$ cat src/rtl/sockit_fifo.sv
// Single-clock FIFO with req/grt handshake on both ports, fill level,
// almost-full/almost-empty flags, synchronous clear and optional bypass.
module sockit_fifo #(
  parameter int DW  = 8,
  parameter int FF  = 4,
  parameter int AF  = 2**FF-1,
  parameter int AE  = 1,
  parameter int BYP = 0
) (
  input  logic          clk,
  input  logic          rst,
  input  logic          clr,
  input  logic [DW-1:0] ffi_bus,
  input  logic          ffi_req,
  output logic          ffi_grt,
  output logic [DW-1:0] ffo_bus,
  output logic          ffo_req,
  input  logic          ffo_grt,
  output logic [FF:0]   lvl,
  output logic          ffi_aff,
  output logic          ffo_aem
);

  localparam int D = 2**FF;
  localparam logic [FF:0]   D_L     = (FF+1)'(D);
  localparam logic [FF:0]   AF_L    = (FF+1)'(AF);
  localparam logic [FF:0]   AE_L    = (FF+1)'(AE);
  localparam logic [FF:0]   LVL_ONE = (FF+1)'(1);
  localparam logic [FF-1:0] PTR_ONE = FF'(1);

  logic [DW-1:0] mem [D];
  logic [FF-1:0] wr_ptr;
  logic [FF-1:0] rd_ptr;
  logic          req_q;
  logic          ffi_trn;
  logic          ffo_trn;
  logic          pass;
  logic          ffi_wr;
  logic          ffo_rd;
  logic [FF:0]   lvl_next;

  // req_q always mirrors (lvl != 0); in bypass mode an accepted input word
  // is offered to the sink in the same cycle while the queue is empty.
  always_comb begin
    ffi_trn  = ffi_req & ffi_grt;
    ffo_req  = req_q;
    ffo_bus  = mem[rd_ptr];
    if (BYP != 0) begin
      ffo_req = req_q | ffi_trn;
      if (lvl == '0) ffo_bus = ffi_bus;
    end
    ffo_trn  = ffo_req & ffo_grt;
    pass     = (BYP != 0) && (lvl == '0) && ffi_trn && ffo_grt;
    ffi_wr   = ffi_trn & ~pass;
    ffo_rd   = ffo_trn & ~pass;
    lvl_next = lvl;
    if (ffi_wr && !ffo_rd)
      lvl_next = lvl + LVL_ONE;
    else if (!ffi_wr && ffo_rd)
      lvl_next = lvl - LVL_ONE;
  end

  // Grant and flags are registered from lvl_next, so a read while full
  // only reopens the grant on the following cycle.
  always_ff @(posedge clk) begin
    if (rst) begin
      wr_ptr  <= '0;
      rd_ptr  <= '0;
      lvl     <= '0;
      ffi_grt <= 1'b0;
      req_q   <= 1'b0;
      ffi_aff <= (AF_L == '0);
      ffo_aem <= 1'b1;
    end else if (clr) begin
      wr_ptr  <= '0;
      rd_ptr  <= '0;
      lvl     <= '0;
      ffi_grt <= 1'b1;
      req_q   <= 1'b0;
      ffi_aff <= (AF_L == '0);
      ffo_aem <= 1'b1;
    end else begin
      if (ffi_wr) wr_ptr <= wr_ptr + PTR_ONE;
      if (ffo_rd) rd_ptr <= rd_ptr + PTR_ONE;
      lvl     <= lvl_next;
      ffi_grt <= (lvl_next != D_L);
      req_q   <= (lvl_next != '0);
      ffi_aff <= (lvl_next >= AF_L);
      ffo_aem <= (lvl_next <= AE_L);
    end
  end

  // Words accepted during a clear cycle are dropped rather than stored.
  always_ff @(posedge clk) begin
    if (ffi_wr && !rst && !clr)
      mem[wr_ptr] <= ffi_bus;
  end

endmodule

$ cat config.mk
export PLATFORM = sky130hd
export DESIGN_NAME = sockit_fifo
export DESIGN_NICKNAME = d
export VERILOG_FILES = /design/src/rtl/sockit_fifo.sv
export SDC_FILE = /design/constraint.sdc
export NUM_CORES = 1
export LEC_CHECK = 0
export ABC_AREA = 1
export BUFFER_PORTS_ARGS = -buffer_cell sky130_fd_sc_hd__buf_4
export CAP_MARGIN = 25
export CORE_AREA = 2 2 119 121
export DETAILED_ROUTE_END_ITERATION = 10
export DIE_AREA = 0 0 121 123
export GPL_ROUTABILITY_DRIVEN = 0
export PLACE_DENSITY = 0.7
export RECOVER_POWER = 100
export SKIP_LAST_GASP = 1
export SYNTH_ARGS = -nofsm -noshare
export SYNTH_HDL_FRONTEND = slang
export SYNTH_SLANG_ARGS = --single-unit
$ cat constraint.sdc
create_clock -name clk -period 1.5 [get_ports clk]
set_clock_uncertainty 0.05 [all_clocks]
set_input_delay 0.15 -clock clk [delete_from_list [all_inputs] [get_ports clk]]
set_output_delay 0.15 -clock clk [all_outputs]
set_load 0.05 [all_outputs]
# Word level (Yosys, flattened, before mapping)
# Memory sizes are Yosys's and may differ from the RTL's. A register that Yosys moved wholly into a read port is not among the register bits.
# Index checks and enable logic that the tools add are counted.
[totals]
elab_cells = 34
mem_count = 1
register_bits = 17
ramBits = 128
[op_classes]
add_sub_neg = 4
n_lt_le_gt_ge = 2
eq_ne = 1
n_reduce_logical = 10
bitwise = 2
mux = 7
[memory_table]
columns = ["name", "depth", "word_bits", "rd", "rd_ports_with_merged_regs", "write_ports", "line", "text"]
rows = [
  ["mem", 16, 8, 1, 1, 1, "31", "logic [DW-1:0] mem [D];"],
]
[op_table]
columns = ["cell", "count"]
rows = [
  ["5-bit two-way mux", 2],
  ["4-bit by 1-bit adder with 4-bit output, second input constant", 2],
  ["4-bit two-way mux", 2],
  ["5-bit by 1-bit adder with 5-bit output, second input constant", 1],
  ["5-bit by 4-bit greater-or-equal comparator with 1-bit output, second input constant", 1],
  ["5-bit by 1-bit less-or-equal comparator with 1-bit output, second input constant", 1],
  ["5-bit != test, second input constant", 1],
  ["5-bit nonzero test", 1],
  ["5-bit by 1-bit subtractor with 5-bit output, second input constant", 1],
  ["1-bit logical AND", 4],
  ["1-bit zero test", 4],
  ["1-bit two-way mux", 3],
  ["1-bit bitwise AND", 2],
  ["2-bit OR reduction", 1],
]

# Longest topological paths before layout
# Gate-level depths: netlist of the first run.
[logic_depth]
word_depth = 7
ltp_mapped = 11

# Worst setup path before layout of the first run
# Ideal clock, no wire load.
[synth_timing]
path_type = "flip-flop to flip-flop"
from = "reg ffi_grt"
to = "mem mem[11][0], enable pin"
stages_incl_launch_ff = 5
setup_slack_ns = -0.380
setup_time_ns = 0.370
arrival_ns = 1.460
required_ns = 1.080
cell_sequence = "dfxtp_1 nand2_4 inv_4 nand2_1 nor2_1"
[synth_between]
elab_chain_len = 5
[synth_lines]
columns = ["item", "line", "text"]
rows = [
  ["start: declaration", "15", "output logic ffi_grt,"],
  ["start signal: assignment", "86", "ffi_grt <= (lvl_next != D_L);"],
  ["1-bit bitwise AND", "45", "ffi_trn = ffi_req & ffi_grt;"],
  ["1-bit logical AND (2 in a row)", "95", "if (ffi_wr && !rst && !clr)"],
  ["1-bit two-way mux", "95", ""],
  ["1-bit two-way mux (not written as such)", "96", "mem[wr_ptr] <= ffi_bus;"],
  ["end: declaration", "31", ""],
]
# Every way passes these cells.

==> reports/results.ini, run 1 <==
[sta]
slew_viol_final=0
finalSetupTns_ps=-19350
holdWs_ps=48.69
fmax_mhz=471.8
worst_slew_pin_slew_ps=972.7
setup_viol=144
layout_worst_path_cycle_share_pct=141.3
relSlewSlack_pct=35.15
hold_violations=0
min_period_ps=2120
rsz0062_at_grt=yes
setup_ws_ps=-619.6

[synth]
yosysUniqueCellTypes=29
syn-num-nets=548
synth_edf_count=128
avgSynthCellArea_um2=11.66
synth_warnings=0
ys.flop_type=edfxtp_1
ys_seq_area_share_pct=69.28
synthCells=528
async_reset_ff_share_pct=0
ys_ff_latch=149
syn-cell-area_mm2=0.006155

[detailed_routing]
wirelength_mm=14.02
dr_total_vias=4304
antenna_left=0
post-route-drc-count=0
drtIter0Drc=411
avgRoutedWirePerCell_um=17.72
firstDrtPassIters=5
vias_per_cell=5.441

[min_path]
hp-class=in2reg
hold_depth=4

[pwr]
power_density_mw_per_mm2=1174
vdd_drop_max_mv=0.8455
p_leak_nw=2.607
power_mw=8.899

[clocking]
cts_tree=yes
clkSinkCount=149
cts-root-buf=clkbuf_16
clk-insertion-delay-late_ps=420
clk_path_buf_depth=2
h-tree-depth=4
cts.clk_slew.worst_paths_ps=60
numCtsBuffers=17

[setup_path]
critPathKind=reg2out
cp-end-kind=output pin
worst_ep_arrival_time_ps=1920
reg2reg_depth=10
critPathMaxFanout=25
required_ps=1300
crit_path_max_incr_delay_ps=440
slowest_stage=dfxtp_4
path_cells=buf_8, o21ai_0, o211ai_1, nand3_1, nand2_2, buf_4
critPathLaunchType=register

[placed_design]
dpl_cell_area_mm2=0.006965
dp_hpwl_mm=9.167
port_buffers=29

[global_routing]
overflow=0
grt.busiest_layer=met2
grt_start_max_net_pins=40
grt_first_pass_wirelength_mm=22.18
grt_usage_pct=20.30
use_met3_pct=4.659
antenna_found_initial=0
grt.met1_usage_pct=25.35
grt.met2_usage_pct=33.15
grt_pass1_vias=4216

[run_status]
outcome=finished, violations left
violations=setup timing

[layout]
fillCellCount=1128
drive_above_1_share_pct=25.86
syn2layout_area_growth_pct=23.22
fin_util_pct=55.71
fin_nets=618
design_area_mm2=0.007584
layout_common_cells=edfxtp_1 (128), nor2_1 (108), o21ai_0 (61)
antenna_cells=0
final_common_cell=edfxtp_1

[floorplanning]
ioPinCount=30
rows=43
core_area_mm2=0.01361
start_util_pct=45.22
die_width_um=121
die_h_um=123
die-area_mm2=0.01488

[run]
max-cap-violations=0

[cell usage after synthesis (4+ instances only)]
master | count | area [µm²]
inv_1 | 18 | 67.56
ha_1 | 7 | 87.58
o21ai_0 | 63 | 315.3
buf_6 | 4 | 45.04
edfxtp_1 | 128 | 3844
nand3_1 | 20 | 100.1
o211ai_1 | 29 | 217.7
nor2_1 | 124 | 465.5
nor2_2 | 6 | 37.54
buf_2 | 11 | 55.05
clkbuf_1 | 5 | 18.77
nand2_2 | 4 | 25.02
a21oi_1 | 8 | 40.04
nand2_1 | 42 | 157.7
dfxtp_1 | 21 | 420.4
o21ai_1 | 14 | 70.07
[routing by layer]
| layer | wire [µm] | vias to the layer above |
|---|---|---|
| met3 | 661 | 42 |
| met1 | 6035 | 2096 |
| met4 | 495 | 0 |
| met5 | 0 | - |
| met2 | 6827 | 146 |
| li1 | - | 2020 |
[registers in the layout, summed over array words and instances, names as in the netlist, named ones only]
name	cells
ffi_aff	1
ffo_req	1
ffo_aem	1
rd_ptr	4
wr_ptr	4
ffi_grt	1
mem	128
lvl	5
[cell type report]
type / instances / area, µm² / area share (%)
sequential: 149 / 4282 / 56.46
multi-input combinational: 331 / 1754 / 23.13
timing repair buffer: 76 / 675.6 / 8.909
clock buffer: 18 / 429.2 / 5.659
tap: 180 / 225.2 / 2.970
clock inverter: 14 / 112.6 / 1.485
inverter: 23 / 105.1 / 1.386
[through the flow]
stage | worst slack, ps | instances
floorplan | 14.66 | 528
global placement | -186.5 | 753
detailed placement | -212.2 | 753
CTS | -599.3 | 789
global route | -700.6 | 791
finish | -619.6 | 791
[worst max-delay path, delay by kind of cell, from the launching register on]
| kind | cells | cell delay [ps] |
|---|---|---|
| DFF | 1 | 440 |
| buffers and inverters | 2 | 390 |
| AOI/OAI and AO/OA | 2 | 380 |
| and+or+nand+nor | 2 | 260 |
[repair_timing]
action	in CTS	in global routing
pin swaps	5	7
endpoints found under the hold margin	1	0
setup endpoints to repair	69	48
hold buffers	1	0
setup buffers	3	2
resized for setup	17	8
[cells by family (layout without fill, tap and decap cells)]
kind of cell,after synthesis,count (layout),share of synthesized area (%)
flip-flops,149,149,69.28
AND/OR/NAND/NOR,205,205,13.93
buffers and inverters,48,131,4.025
adder cells (fa/ha/maj),7,7,1.423
AO/OA/AOI/OAI,119,119,11.34
[power breakdown]
part	switching, mW	total [mW]	internal, mW
Combinational	0.342	0.494	0.152
Clock	1.62	3.87	2.26
Sequential	0.0182	4.53	4.51
[path summary, 6_finish.rpt]
path	start	endpoint	slack (ps)
worst max-delay path	register	ffo_bus[1]	-620
worst min-delay path	clr	ffi_grt$_SDFF_PP0_	50
worst max register to register	ffo_req$_SDFF_PP0_	ffo_req$_SDFF_PP0_	-310
worst min register to register	rd_ptr[3]$_SDFFE_PP0P_	rd_ptr[3]$_SDFFE_PP0P_	400
(Power assumes the default switching activity.)
==> run 2, diff against run 1 <==
- SETUP_SLACK_MARGIN: default -> 0.02
==> run 2 against run 1 <==
The run still ends with setup timing left. First-iteration DRC count up 19%. Fmax up 0.64%. Register-to-register slack better by 80 ps. Highest routed layer unchanged.
==> reports/results.ini, run 2 (synthesis results as in run 1) <==
[layout]
final_common_cell=edfxtp_1  ; unchanged
fin_util_pct=61.48  ; was 55.71%
layout_common_cells=edfxtp_1 (128), nor2_1 (95), o21ai_0 (40)  ; was edfxtp_1 (128), nor2_1 (108), o21ai_0 (61)
syn2layout_area_growth_pct=35.96  ; was 23.22%
design_area_mm2=0.008368  ; was 0.007584 mm²
fin_nets=637  ; was 618
largest_registers=mem x128, lvl x5  ; unchanged
antenna_cells=0  ; unchanged
drive_above_1_share_pct=33.33  ; was 25.86%
largest_register_ffs=128  ; unchanged
largest-register=mem  ; unchanged

[pwr]
vdd_drop_max_mv=0.7754  ; was 0.8455 mV
power_density_mw_per_mm2=1152  ; was 1174 mW/mm²
p_leak_nw=2.894  ; was 2.607 nW
power_mw=9.644  ; was 8.899 mW

[min_path]
hp-class=in2reg  ; unchanged
min-delay-start=clr  ; unchanged

[floorplanning]
start_util_pct=45.22  ; unchanged
die-area_mm2=0.01488  ; unchanged
die_h_um=123  ; unchanged
rows=43  ; unchanged
ioPinCount=30  ; unchanged
die_width_um=121  ; unchanged
core_area_mm2=0.01361  ; unchanged

[sta]
fmax_mhz=474.8  ; was 471.8 MHz
finalSetupTns_ps=-25030  ; was -19350 ps
hold_violations=0  ; unchanged
rsz0062_at_grt=yes  ; unchanged
setup_viol=144  ; unchanged
setup_ws_ps=-606.0  ; was -619.6 ps
slew_viol_final=0  ; unchanged
worst_slew_pin_slew_ps=813.5  ; was 972.7 ps
relSlewSlack_pct=45.77  ; was 35.15%
layout_worst_path_cycle_share_pct=140.4  ; was 141.3%
min_period_ps=2106  ; was 2120 ps

[detailed_routing]
wirelength_mm=15.92  ; was 14.02 mm
drtIter0Drc=489  ; was 411
firstDrtPassIters=7  ; was 5
post-route-drc-count=0  ; unchanged
antenna_left=0  ; unchanged
dr_total_vias=4455  ; was 4304
vias_per_cell=5.500  ; was 5.441
avgRoutedWirePerCell_um=19.65  ; was 17.72 µm

[run_status]
outcome=finished, violations left  ; unchanged
violations=setup timing  ; unchanged

[setup_path]
critPathMaxFanout=13  ; was 25
critPathLaunchType=register  ; unchanged
critPathKind=reg2out  ; unchanged
worst_ep_arrival_time_ps=1910  ; was 1920 ps
crit_path_max_incr_delay_ps=400  ; was 440 ps
required_ps=1300  ; about the same
r2r_start=ffi_grt$_SDFF_PP0_  ; was ffo_req$_SDFF_PP0_
path_cells=inv_8, buf_4, nor2_2, nor2_1, o21ai_2, o21ai_1, o211ai_1, nand2_2, buf_8  ; was buf_8, o21ai_0, o211ai_1, nand3_1, nand2_2, buf_4
cp-end-kind=output pin  ; unchanged
slowest_stage=dfxtp_4  ; unchanged

[placed_design]
dp_hpwl_mm=9.356  ; was 9.167 mm
place_ws_ps=-263.8  ; was -212.2 ps
port_buffers=29  ; unchanged
dpl_cell_area_mm2=0.007111  ; was 0.006965 mm²

[global_routing]
grt_first_pass_wirelength_mm=23.92  ; was 22.18 mm
grt.met2_usage_pct=38.94  ; was 33.15%
grt.met1_usage_pct=26.14  ; was 25.35%
overflow=0  ; unchanged
grt.busiest_layer=met2  ; unchanged
grt_start_max_net_pins=32  ; was 40
grt_pass1_vias=4472  ; was 4216
grt_usage_pct=21.97  ; was 20.30%
use_met3_pct=5.258  ; was 4.659%
antenna_found_initial=0  ; unchanged

[clocking]
cts_tree=yes  ; unchanged
clk-insertion-delay-late_ps=420  ; about the same
h-tree-depth=4  ; unchanged
numCtsBuffers=17  ; unchanged
cts-root-buf=clkbuf_16  ; unchanged
clkSinkCount=149  ; unchanged
cts.clk_slew.worst_paths_ps=60  ; about the same
clk_path_buf_depth=2  ; unchanged

[run]
max-cap-violations=0  ; unchanged

==> run 2: cell count changes in the layout (fill, tap and decap cells not counted), sizes merged <==
cell / delta
bufinv: +3
dlygate4sd3: +4
clkbuf: -1
clkinv: -5
buf: +15
inv: +3
==> run 2: report_power, final <==
part | switching (mW) | total [mW] | internal (mW)
clock network | 1.71 | 4.50 | 2.79
registers | 0.0182 | 4.53 | 4.51
logic | 0.391 | 0.615 | 0.223
==> run 2: worst max-delay path, delay by kind of cell (launching register included) <==
kind / cells / cell delay (ps)
compound gates: 3 / 440
buf+inv: 3 / 400
simple gates: 3 / 240
flops: 1 / 400
==> run 2: repair_timing <==
action,CTS,global route
setup endpoints to repair,19,122
pin swaps,32,31
gates resized for setup,58,61
gates cloned,5,1
endpoints found under the hold margin,51,0
hold buffers,5,0
buffers inserted,9,2
==> run 2: worst paths after layout <==
kind / to / slack (ps) / depth (start not counted)
worst max-delay path: ffo_bus[3] / -610 / 9
worst min-delay path: ffi_grt$_SDFF_PP0_ / 50 / 4
worst max register to register: mem[3][5]$_DFFE_PP_ / -230 / 5
worst min register to register: rd_ptr[3]$_SDFFE_PP0P_ / 410 / 1
==> run 2: metal layers <==
| layer | wire length [µm] | vias to the layer above |
|---|---|---|
| met4 | 328 | 0 |
| met3 | 990 | 30 |
| li1 | - | 2061 |
| met5 | 0 | - |
| met1 | 6063 | 2194 |
| met2 | 8537 | 170 |
==> run 2: area by class of cell <==
class / count / area, µm²
sequential: 149 / 4284
tap: 180 / 225.2
inverter: 23 / 96.34
timing repair buffer: 95 / 1169
fill: 981 / 5244
clock inverter: 15 / 205.2
clock buffer: 17 / 425.4
multi-input combinational: 331 / 1963
==> run 2: stage by stage <==
| stage | hold WS [ps] | instances |
|---|---|---|
| after floorplan | 159.4 | 528 |
| after global placement | 258.8 | 757 |
| after detailed placement | 260.0 | 757 |
| after CTS | 8.543 | 807 |
| after global routing | 51.85 | 810 |
| final | 45.52 | 810 |
